$ cat config.mk
export PLATFORM = sky130hd
export DESIGN_NAME = wall_engine
export DESIGN_NICKNAME = d
export VERILOG_FILES = /design/src/rtl/wall_engine.sv
export SDC_FILE = /design/constraint.sdc
export NUM_CORES = 2
export LEC_CHECK = 0
export BUFFER_PORTS_ARGS = -buffer_cell sky130_fd_sc_hd__buf_2
export CAP_MARGIN = 20
export CORE_ASPECT_RATIO = 1.4
export CORE_MARGIN = 5
export CORE_UTILIZATION = 45
export DETAILED_ROUTE_END_ITERATION = 10
export PLACE_DENSITY = 0.71
export SETUP_SLACK_MARGIN = 0.5
export SYNTH_ARGS = -nofsm -noshare
export SYNTH_HDL_FRONTEND = slang
export SYNTH_SLANG_ARGS = --single-unit
$ cat constraint.sdc
create_clock -name Clk -period 3.5 [get_ports Clk]
set_input_delay 0.175 -clock Clk [delete_from_list [all_inputs] [get_ports Clk]]
set_output_delay 0.175 -clock Clk [all_outputs]
set_load 0.05 [all_outputs]
$ cat src/rtl/wall_engine.sv
// wall_engine: per-lane radial wall shift registers fed from per-mode pattern banks.
// Latency: state moves 1 cycle after an accepted step, is_wall is combinational; no backpressure, invalid steps are dropped.
module wall_engine #(
  parameter int LANES          = 6,
  parameter int DEPTH          = 400,
  parameter int PAT_LEN        = 64,
  parameter int HOLD_LOG2      = 5,
  parameter int MODES          = 3,
  parameter int SCORE_W        = 13,
  parameter int SCORE_DIV_LOG2 = 5,
  localparam int LW  = $clog2(LANES),
  localparam int LW1 = LW + 1,
  localparam int RW  = $clog2(DEPTH),
  localparam int PW  = $clog2(PAT_LEN),
  localparam int CW  = SCORE_W + SCORE_DIV_LOG2
) (
  input  logic               Clk,
  input  logic               Reset_n,
  input  logic               step,
  input  logic               clear,
  input  logic [1:0]         mode,
  input  logic [LW-1:0]      rot,
  input  logic               pat_we,
  input  logic [1:0]         pat_mode,
  input  logic [PW-1:0]      pat_addr,
  input  logic [LANES-1:0]   pat_data,
  input  logic [LW-1:0]      lane,
  input  logic [RW-1:0]      radius,
  output logic               is_wall,
  output logic [SCORE_W-1:0] Score,
  output logic [PW-1:0]      pat_index,
  output logic               pat_wrap
);

  logic [LANES-1:0]     pat_mem [1:MODES][PAT_LEN];
  logic [DEPTH-1:0]     walls [LANES];
  logic [HOLD_LOG2-1:0] sub_cnt;
  logic [CW-1:0]        step_cnt;
  logic                 run_en;
  logic                 mode_ok;
  logic                 accept;
  logic [LW-1:0]        rot_eff;
  logic [LANES-1:0]     cur_row;
  logic [LANES-1:0]     inj;
  logic [LW:0]          sum;

  // Single stage on purpose: the first step after release lands on the second edge.
  always_ff @(posedge Clk or negedge Reset_n) begin
    if (!Reset_n) run_en <= 1'b0;
    else          run_en <= 1'b1;
  end

  assign mode_ok = (mode != 2'd0) && (int'(mode) <= MODES);
  assign accept  = run_en && step && !clear && mode_ok;
  assign rot_eff = (int'(rot) >= LANES) ? '0 : rot;
  assign cur_row = mode_ok ? pat_mem[mode][pat_index] : '0;

  always_comb begin
    inj = '0;
    sum = '0;
    for (int l = 0; l < LANES; l++) begin
      sum = {1'b0, rot_eff} + LW1'(l);
      if (sum >= LW1'(LANES)) sum = sum - LW1'(LANES);
      inj[l] = cur_row[sum[LW-1:0]];
    end
  end

  // Not reset: pattern banks survive both Reset_n and clear.
  always_ff @(posedge Clk) begin
    if (pat_we && pat_mode != 2'd0 && int'(pat_mode) <= MODES)
      pat_mem[pat_mode][pat_addr] <= pat_data;
  end

  always_ff @(posedge Clk or negedge Reset_n) begin
    if (!Reset_n) begin
      for (int l = 0; l < LANES; l++) walls[l] <= '0;
    end else if (clear) begin
      for (int l = 0; l < LANES; l++) walls[l] <= '0;
    end else if (accept) begin
      for (int l = 0; l < LANES; l++) walls[l] <= {inj[l], walls[l][DEPTH-1:1]};
    end
  end

  always_ff @(posedge Clk or negedge Reset_n) begin
    if (!Reset_n) begin
      sub_cnt   <= '0;
      pat_index <= '0;
      step_cnt  <= '0;
      pat_wrap  <= 1'b0;
    end else if (clear) begin
      sub_cnt   <= '0;
      pat_index <= '0;
      step_cnt  <= '0;
      pat_wrap  <= 1'b0;
    end else begin
      pat_wrap <= 1'b0;
      if (accept) begin
        sub_cnt <= sub_cnt + 1'b1;
        if (&sub_cnt) begin
          pat_index <= pat_index + 1'b1;
          pat_wrap  <= (pat_index == PW'(PAT_LEN - 1));
        end
        if (!(&step_cnt)) step_cnt <= step_cnt + 1'b1;
      end
    end
  end

  assign Score   = step_cnt[CW-1:SCORE_DIV_LOG2];
  assign is_wall = (int'(lane) < LANES && int'(radius) < DEPTH) ? walls[lane][radius] : 1'b0;

endmodule

==> summary.md <==
| Metric | Value |
|---|---|
| Status | `complete, but fails checks` |
| Failing checks | `setup timing` |
| Pre-CTS setup slack | `-869 ps` |
| CP endpoint kind | `output pin` |
| Max-Cap Viols | `0` |
| NumNets Final | `10500` |
| Power density cells | `502 nW/µm²` |
| Post-Syn Area | `152000 µm²` |
| Hold Path Class | `primary input to flop` |
| WP data arrival | `3940 ps` |
| Hold Vio Cnt, Final | `0` |
| First-pass GRT wire length | `648 mm` |
| Initial antenna violation count | `7` |
| Chip Height | `697 µm` |
| Flops & latches, synth | `3583` |
| Comb pwr share | `5.7%` |
| Vias in the first global route | `103000` |
| CTS Root Cell | `clkbuf_16` |
| ANT nets after route | `0` |
| Total global-route track usage | `23.7%` |
| Synth cell types | `91` |
| Largest net degree at the start of global routing | `186` |
| Drc violations | `0` |
| CTS Sinks | `3583` |
| Least-Margin Pin Slew | `1200 ps` |
| P_sw | `20.0 mW` |
| Critical path's slowest cell | `mux4_2` |
| Clock-pin slew on the worst setup and hold paths | `60 ps` |
| Drt wl/cell | `28.0 µm` |
| Worst relative slew slack | `20.3%` |
| Drt pass-1 iters | `6` |
| Hold depth | `2` |
| Worst setup SP type | `flop` |
| Clock network fraction of design power | `44.9%` |
| Hold_ws | `47.2 ps` |
| Max VDD drop | `559 µV` |
| Cell Rows | `252` |
| DR iter-0 viols | `11300` |
| Final WS setup | `-618 ps` |
| Worst skew pair latency | `930 ps` |
| R2R depth | `14` |
| Ys Warns | `0` |
| Hold Path End | `pat_mem[2][197]` |
| Post-DP HPWL | `272 mm` |
| Layout Skew | `88.6 ps` |
| Sequential area share after synthesis | `62.9%` |
| Fin cells | `15100` |
| TritonCTS clock tree | `done` |
| Final max-slew violation count | `0` |
| Flop pwr share | `49.4%` |
| Initial Util | `45.1%` |
| Die Area | `349000 µm²` |
| Most frequent CP cell | `buf_4` |
| Area Overhead vs Synth | `15.0%` |
| Hold path startpoint | `pat_data[5]` |
| CTS Buffer Depth | `4` |
| Internal power | `67.7 mW` |
| Mean Syn Cell Area | `15.0 µm²` |
| Grt ovf | `0` |
| Layout cell share with drive strength beyond 1 | `20.0%` |
| CTS buffer count | `350` |
| Syn_nets | `10200` |
| Leak | `72.6 nW` |
| IO buf count | `56` |
| DRT Wirelength | `423 mm` |
| Reg-to-reg slack, setup | `-110 ps` |
| Number of top-level pins | `57` |
| Routed vias/inst | `6.57` |
| Final setup fails | `4` |
| Core Box Area | `336000 µm²` |
| H-tree level count | `5` |
| CP peak stage delay | `480 ps` |
| Crit path max fanout | `3` |
| Final min period | `4120 ps` |
| Reg-to-Reg Start | `pat_index[0]` |
| Post-synth EDFFs | `1152` |
| Crit share post-route | `118%` |
| Critical path type | `flop to output pin` |
| Fraction of registers with async set/reset | `67.8%` |
| CP Cell Sequence | `mux4_2, o22ai_2, nor2_2, nor4_4, buf_4, nor3_2, a211o_1, o211ai_1, a21oi_2, buf_4, buf_8` |
| Die width | `501 µm` |
| Via count | `99500` |
| Predominant post-synthesis flop cell | `dfrtp_1` |
| Post-synthesis instance total | `10100` |
| Most frequent cells in the layout | `2427 x dfrtp_1, 2397 x a22o_1, 1152 x edfxtp_1, 667 x mux2i_1, 664 x buf_4` |
| Unrepaired setup endpoints after global routing | `yes` |
| GPL Wtd Cong | `0.936` |
| Most common cell after layout, fill and taps aside | `dfrtp_1` |
| Fmax | `243 MHz` |
| WP data required | `3320 ps` |
| Setup TNS | `-786 ps` |
| Sw frac | `22.8%` |
| RR Endpoint | `walls[399]` |
| Dpl cells | `14400` |
==> sequential cells by signal, indices dropped and copies added (netlist names) <==
register,count
sub_cnt,5
run_en,1
pat_wrap,1
step_cnt,18
pat_mem,1152
walls,2400
pat_index,6
==> power by group through the flow <==
stage / Clock [mW] / Sequential [mW] / Combinational, mW
floorplan: 0 / 44.1 / 2.30
finish: 39.3 / 43.3 / 5.02
global route: 41.6 / 43.3 / 5.32
detailed placement: 0 / 44.1 / 4.93
CTS: 39.8 / 43.3 / 4.99
global placement: 0 / 44.1 / 4.81
==> how the worst max path moves through the flow <==
stage                            start          end
after floorplan           pat_index[0]  walls[1999]
after global placement    pat_index[0]  walls[1999]
after detailed placement     radius[0]      is_wall
after CTS                   walls[354]      is_wall
after global routing        walls[354]      is_wall
final                       walls[355]      is_wall
==> routing by layer <==
metal | GRT usage (%) | share of wire (%)
met4 | 13.8 | 7.0
met2 | 38.9 | 49
met1 | 29.6 | 37
met3 | 3.99 | 7.0
met5 | 0 | 0.0073
==> cell usage after synthesis (all sizes together), types with 8 or more instances <==
cell type	number	area (µm²)
nand2b	27	169
a22oi	102	766
o2111ai	14	123
xor2	13	114
or3	10	62.6
and2	11	68.8
clkbuf	650	2450
nor2	386	1450
nor4	9	56.3
o21a	12	90.1
o32ai	8	70.1
mux2	41	462
nand4	31	194
inv	23	86.3
mux2i	669	6700
a211oi	27	208
mux4	525	12000
o21ai	180	901
o311ai	8	70.1
o221ai	47	412
nand3	54	270
a21oi	89	445
buf	339	2350
and3	16	100
nor2b	35	219
edfxtp	1152	34600
nand2	196	736
o22ai	123	769
ha	13	163
xnor2	11	96.3
a221oi	203	1780
dfrtp	2431	60800
o211ai	30	225
a31oi	26	163
nor3	60	305
a22o	2397	21000
==> what timing repair did <==
action,CTS,global route
resized for setup,122,45
setup endpoints to repair,7,7
cloned,7,0
pin swaps,36,29
hold buffers,16,0
setup buffers,22,12
endpoints found under the hold margin,1807,0
==> area by class of cell <==
| type | instances | area, µm² |
|---|---|---|
| diodes | 6 | 15.0 |
| clock buffers | 476 | 10000 |
| clock inverters | 163 | 1910 |
| fillers | 26900 | 162000 |
| inverters | 27 | 115 |
| multi-input cells | 5511 | 52000 |
| flip-flops and latches | 3583 | 95400 |
| well taps | 4445 | 5560 |
| repair buffers | 930 | 9490 |
==> kinds of logic (layout without fill, tap and decap cells) <==
group	Yosys count	after routing	share of synthesized area [%]
compound gates	3368	3368	18.4
xor+xnor	24	24	0.139
fa+ha+maj	13	13	0.107
buf+inv	1016	1596	3.23
flops	3583	3583	62.9
mux	1235	1235	12.6
other cells	1	7	0.00247
simple gates	870	870	2.58
==> through the flow <==
step	cell area [µm²]	total power, mW	util (%)
6_report	175000	87.7	51.9
5_1_grt	175000	90.2	51.9
4_1_cts	174000	88.1	51.9
3_5_place_dp	161000	49.1	48.0
3_3_place_gp	161000	48.9	48.0
2_1_floorplan	152000	46.4	-
==> worst max-delay path: cells and delay by family (launching register included) <==
kind	cells	cell delay, ps
AOI/OAI and AO/OA	4	1070
DFF	1	400
and+or+nand+nor	3	570
muxes	1	480
buffers and inverters	3	510
No activity file was read; power rests on OpenSTA's default activity.
